<file path="config.mk">
export PLATFORM = sky130hd
export DESIGN_NAME = vend_ctrl_multi
export DESIGN_NICKNAME = d
export VERILOG_FILES = /design/src/rtl/vend_pkg.sv /design/src/rtl/vend_idle_timer.sv /design/src/rtl/vend_ctrl_multi.sv
export SDC_FILE = /design/constraint.sdc
export NUM_CORES = 1
export LEC_CHECK = 0
export ABC_AREA = 0
export CAP_MARGIN = 5
export CORE_MARGIN = 2
export CORE_UTILIZATION = 25
export DETAILED_ROUTE_END_ITERATION = 8
export SETUP_SLACK_MARGIN = 0.15
export SLEW_MARGIN = 5
export SYNTH_ARGS = -nofsm -noshare
export SYNTH_HDL_FRONTEND = slang
export SYNTH_SLANG_ARGS = --single-unit
</file>
<file path="constraint.sdc">
create_clock -name clk -period 2.5 [get_ports clk]
set_input_delay 0.375 -clock clk [delete_from_list [all_inputs] [get_ports clk]]
set_output_delay 0.375 -clock clk [all_outputs]
set_load 0.005 [all_outputs]
</file>
<file path="src/rtl/vend_pkg.sv">
// Shared definitions for the multi-product vending controller: state encoding,
// coin values and coin-decoding helpers.
package vend_pkg;

  typedef enum logic [1:0] {
    IDLE   = 2'd0,
    ACCUM  = 2'd1,
    VEND   = 2'd2,
    REFUND = 2'd3
  } state_t;

  localparam logic [2:0] COIN_05 = 3'd1;
  localparam logic [2:0] COIN_10 = 3'd2;
  localparam logic [2:0] COIN_20 = 3'd4;

  function automatic logic coin_onehot(input logic [2:0] coin);
    return (coin == COIN_05) || (coin == COIN_10) || (coin == COIN_20);
  endfunction

  // Value in 0.5 units; anything not one-hot is worth nothing
  function automatic logic [2:0] coin_value(input logic [2:0] coin);
    case (coin)
      COIN_05: return 3'd1;
      COIN_10: return 3'd2;
      COIN_20: return 3'd4;
      default: return 3'd0;
    endcase
  endfunction

endpackage

</file>
<file path="src/rtl/vend_idle_timer.sv">
// Idle counter for the accumulate phase; o_expire is high once TIMEOUT-1 idle
// cycles have been counted, so the next idle cycle is the timeout one.
module vend_idle_timer #(
  parameter int TIMEOUT = 16
) (
  input  logic clk,
  input  logic rst,
  input  logic i_clr,
  input  logic i_en,
  output logic o_expire
);

  localparam int CNT_W = (TIMEOUT < 2) ? 1 : $clog2(TIMEOUT + 1);
  localparam logic [CNT_W-1:0] LAST = CNT_W'(TIMEOUT - 1);

  logic [CNT_W-1:0] r_cnt;
  logic [CNT_W-1:0] w_next;
  logic             r_expire;

  assign w_next   = (r_cnt == LAST) ? r_cnt : r_cnt + 1'b1;
  assign o_expire = r_expire;

  always_ff @(posedge clk or negedge rst) begin
    if (!rst) begin
      r_cnt    <= '0;
      r_expire <= (TIMEOUT == 1);
    end else if (i_clr) begin
      r_cnt    <= '0;
      r_expire <= (TIMEOUT == 1);
    end else if (i_en) begin
      r_cnt    <= w_next;
      r_expire <= (w_next == LAST);
    end
  end

endmodule

</file>
<file path="src/rtl/vend_ctrl_multi.sv">
// Multi-product coin vending controller: accumulates credit, dispenses with
// exact change, refunds on cancel or idle timeout, flags multi-hot coins.
module vend_ctrl_multi
  import vend_pkg::*;
#(
  parameter int                          N_ITEMS  = 2,
  parameter int                          SEL_W    = 1,
  parameter int                          CREDIT_W = 5,
  parameter logic [N_ITEMS*CREDIT_W-1:0] PRICES   = {5'd5, 5'd3},
  parameter int                          TIMEOUT  = 16
) (
  input  logic                clk,
  input  logic                rst,
  input  logic [2:0]          i_coin,
  input  logic [SEL_W-1:0]    i_sel,
  input  logic                i_cancel,
  output logic                o_vend,
  output logic [SEL_W-1:0]    o_vend_item,
  output logic [CREDIT_W-1:0] o_change,
  output logic                o_change_vld,
  output logic                o_coin_err,
  output logic                o_busy
);

  state_t              r_state;
  logic [CREDIT_W-1:0] r_credit;
  logic [SEL_W-1:0]    r_sel;

  logic                w_valid;
  logic                w_multi;
  logic [CREDIT_W-1:0] w_val;
  logic [CREDIT_W-1:0] w_sum;
  logic [CREDIT_W-1:0] w_price_in;
  logic [CREDIT_W-1:0] w_price_q;
  logic                w_tmr_clr;
  logic                w_tmr_en;
  logic                w_expire;

  // Out-of-range selects fall back to item 0 rather than reading past PRICES
  function automatic logic [CREDIT_W-1:0] price_of(input logic [SEL_W-1:0] s);
    if (int'(s) >= N_ITEMS) return PRICES[CREDIT_W-1:0];
    return PRICES[int'(s)*CREDIT_W +: CREDIT_W];
  endfunction

  assign w_valid    = coin_onehot(i_coin);
  assign w_multi    = (i_coin != 3'd0) && !w_valid;
  assign w_val      = CREDIT_W'(coin_value(i_coin));
  assign w_sum      = r_credit + w_val;
  assign w_price_in = price_of(i_sel);
  assign w_price_q  = price_of(r_sel);

  // Multi-hot coins neither clear nor advance the timer
  assign w_tmr_clr = (r_state != ACCUM) || w_valid;
  assign w_tmr_en  = (r_state == ACCUM) && (i_coin == 3'd0) && !i_cancel;

  vend_idle_timer #(.TIMEOUT(TIMEOUT)) u_timer (
    .clk      (clk),
    .rst      (rst),
    .i_clr    (w_tmr_clr),
    .i_en     (w_tmr_en),
    .o_expire (w_expire)
  );

  always_ff @(posedge clk or negedge rst) begin
    if (!rst) begin
      r_state      <= IDLE;
      r_credit     <= '0;
      r_sel        <= '0;
      o_vend       <= 1'b0;
      o_vend_item  <= '0;
      o_change     <= '0;
      o_change_vld <= 1'b0;
      o_coin_err   <= 1'b0;
      o_busy       <= 1'b0;
    end else begin
      o_vend       <= 1'b0;
      o_vend_item  <= '0;
      o_change     <= '0;
      o_change_vld <= 1'b0;
      o_coin_err   <= w_multi;
      o_busy       <= 1'b0;
      // Strobes are launched on the edge that enters VEND/REFUND
      case (r_state)
        IDLE: begin
          if (w_valid) begin
            r_credit <= w_val;
            r_sel    <= i_sel;
            if (w_val >= w_price_in) begin
              r_state      <= VEND;
              o_vend       <= 1'b1;
              o_vend_item  <= i_sel;
              o_change     <= w_val - w_price_in;
              o_change_vld <= 1'b1;
              o_busy       <= 1'b1;
            end else begin
              r_state <= ACCUM;
            end
          end
        end
        ACCUM: begin
          if (i_cancel) begin
            r_state      <= REFUND;
            r_credit     <= w_valid ? w_sum : r_credit;
            o_change     <= w_valid ? w_sum : r_credit;
            o_change_vld <= 1'b1;
            o_busy       <= 1'b1;
          end else if (w_valid) begin
            r_credit <= w_sum;
            if (w_sum >= w_price_q) begin
              r_state      <= VEND;
              o_vend       <= 1'b1;
              o_vend_item  <= r_sel;
              o_change     <= w_sum - w_price_q;
              o_change_vld <= 1'b1;
              o_busy       <= 1'b1;
            end
          end else if ((i_coin == 3'd0) && w_expire) begin
            r_state      <= REFUND;
            o_change     <= r_credit;
            o_change_vld <= 1'b1;
            o_busy       <= 1'b1;
          end
        end
        VEND, REFUND: begin
          r_credit <= '0;
          r_state  <= IDLE;
        end
        default: begin
          r_credit <= '0;
          r_state  <= IDLE;
        end
      endcase
    end
  end

endmodule
</file>
==> metrics.txt, run 1 <==
max incr delay on CP 460 ps; DR DRC count 0; # setup viols final 10; clk_lat worst skew 280 ps; most used cell, CP ha_4; Post-Syn Instances 186; mux share of post-synthesis cell area 0.0290; Tmin final 2740 ps; register bit total from synthesis 23; met2 WL 2200 um; Worst Tran Pin Value 567 ps; Layout Nets 257; syn_nets 207; HP Class in2async; Layout area overhead 36.0%; TritonCTS Buffers 3; Post-synth ARST share 1.00; first-pass GRT wire length 7440 um; gpl congestion 0.877; placed cell areas 0.00223 mm2; Setup CP Type in2reg; setup ws final -244 ps; endpoints failing hold 0; Rows 30; Leak 1.05 nW; Most used DFF post-synth dfrtp_1; top sig layer met4; WL met3 152 um; Netlist cell types 55; Die ar. 0.00758 mm2; initial DRC count 113; xor/xnor share of the synthesized area 0.0254; First-pass DRT Iterations 4; clk sinks 23; pre-CTS setup slack -971 ps; RSZ-0062 raised after global routing true; die height 87.1 um; fmax 364 MHz; Synth top area share 0.334; Initial Util 0.257; antenna violations before repair 0; crit-path max FO 3; Synth Area in Adders 0.125; clock-pin slew on the worst setup and hold paths 100 ps; Slew HR 0.612; GR Util All Layers 0.122; vias per cell 5.09; CORE AREA 0.00672 mm2; Max-cap violations 0; largest family of logic cells by synthesized area compound AO/OA/AOI/OAI gates; flop-to-flop setup slack -180 ps; Synth area leaders dfrtp_1 33%, ha_1 7.3%, fa_1 4.6%, a21oi_1 3.5%, o21ai_0 3.2%; Met1 Routed Length 1990 um; Max VDD drop 304 uV; RR Startpoint r_credit[0]; crit-path cells buf_6, or3b_4, inv_4, ha_4, fa_2, ha_4, ha_4, or2_4, o22ai_4, o211a_1, buf_4, nor3_2, a22o_1; top-count cell post-synth dfrtp_1; PortBufs 16; Post-Route WL 4430 um; diode count 0; Synth area leader dfrtp_1; Avg Cell Area, Syn 9.28 um2; WP data required 2650 ps; vias 1603; Synth Area in Simple Gates 0.183; vias in the first global route 1603; Clock Path Buffers 2; # IOs 17; die extent in x 87.1 um; max-slew violations 0; Worst R2R Path Depth 10; crit path launch type primary input; final instance area 0.00235 mm2; DP Wirelength 3330 um; top post-synthesis cells by count 23 x dfrtp_1, 13 x nor2_1, 12 x a21oi_1, 12 x nand2_1, 11 x o21ai_0; CP arrival 2900 ps; share of cells above drive strength 1 0.294; Slowest cell on crit path fa_2; Critical Path End Type flop; CTS Hold Buffers Added 0; Congestion Overflow GR 0; Antenna Violating Nets Remaining 0; status finished with violations; Compound-Gate Fraction of Synth Area 0.242; Power Density 865 mW/mm2; CTS H-tree depth 1; total power 2.03 mW; number of flops mapped to enable cells by yosys 0; CTS tree done; Seq/Total Area, Yosys 0.334; largest net degree at the start of global routing 24; Synth Warn # 0; WL/cell 14.1 um; Post-Syn Area 0.00173 mm2; hold_ws 448 ps; FF-to-FF End o_vend_item; Root Buffer clkbuf_8; part of the cycle the worst path needs 1.10; Clock Skews 15.0 ps; failing checks negative setup slack
[flip-flops by register name, indices dropped and copies added (netlist names)]
| signal | count |
|---|---|
| o_busy | 1 |
| o_change | 5 |
| o_coin_err | 1 |
| o_vend | 1 |
| o_vend_item | 1 |
| r_credit | 5 |
| r_sel | 1 |
| r_state | 2 |
| u_timer.o_expire | 1 |
| u_timer.r_cnt | 5 |
[metal layers]
metal	GRT usage	vias up
li1	-	786
met1	0.160	775
met2	0.209	33
met3	0.00664	9
met4	0.0469	0
met5	0	-
[area by class of cell]
class | instances | area (um2)
inverters | 8 | 32.5
multi-input cells | 144 | 1130
repair buffers | 56 | 458
clock inverters | 1 | 5.00
fillers | 648 | 4370
flip-flops and latches | 23 | 576
well taps | 80 | 100
clock buffers | 3 | 41.3
[timing repair]
action,4_1_cts,5_1_grt
pin swaps,18,6
endpoints found under the setup margin,11,11
gates resized for setup,15,9
buffers inserted,1,1
[how the worst max path moves through the flow]
stage | from | slack, ps | cells past startpoint | end
2_1_floorplan | i_coin[1] | -530 | 12 | o_change[0]
3_5_place_dp | i_coin[0] | -970 | 11 | o_change[3]
3_3_place_gp | i_coin[0] | -950 | 11 | o_change[3]
5_1_grt | i_coin[2] | -330 | 12 | o_change[2]
4_1_cts | i_coin[2] | -310 | 12 | o_change[0]
6_report | i_coin[2] | -240 | 13 | o_vend_item
[worst max-delay path, delay by kind of cell]
kind,cells,cell delay (ps)
compound gates,3,560
fa+ha+maj,4,990
buf+inv,3,280
simple gates,3,690
[cell usage in the layout, fill, tap and decap left out, types with 3 or more instances in the layout]
master / Yosys / layout
buf_4: 3 / 40
dfrtp_1: 23 / 23
nor2_1: 13 / 13
clkdlybuf4s50_1: 0 / 13
nand2_1: 12 / 12
a21oi_1: 12 / 12
o21ai_0: 11 / 9
inv_1: 8 / 7
ha_1: 10 / 7
nor3_1: 7 / 6
o211ai_1: 5 / 5
mux2i_1: 5 / 5
nand2b_1: 4 / 4
and3_1: 3 / 3
a21o_1: 3 / 3
xnor2_1: 3 / 3
a31oi_1: 3 / 3
nand3_1: 3 / 3
fa_1: 4 / 3
ha_4: 0 / 3
clkbuf_8: 0 / 3
[cells by family after synthesis]
logic type / Yosys count
AOI/OAI and AO/OA: 60
and+or+nand+nor: 59
DFF: 23
buffers and inverters: 19
adders and majority gates: 15
xor gates and xnor gates: 5
muxes: 5
[per-stage QoR]
step           TNS [ps]   util  cells
2_1_floorplan     -4880      -    186
5_1_grt           -2840  0.349    315
3_5_place_dp      -9640  0.331    309
6_report          -1910  0.349    315
3_3_place_gp      -9270  0.331    309
4_1_cts           -2440  0.340    314
[power breakdown]
part           switching, mW  internal, mW  total, mW
clock                  0.133         0.112      0.244
sequential             0.117         0.452      0.568
combinational          0.541         0.676       1.22
(Power assumes the default switching activity.)
==> run 2, diff against run 1 <==
Settings changed: SLEW_MARGIN 5 to unset.
==> results of run 2 <==
Final layout, timing and power as in run 1 (identical DEF).
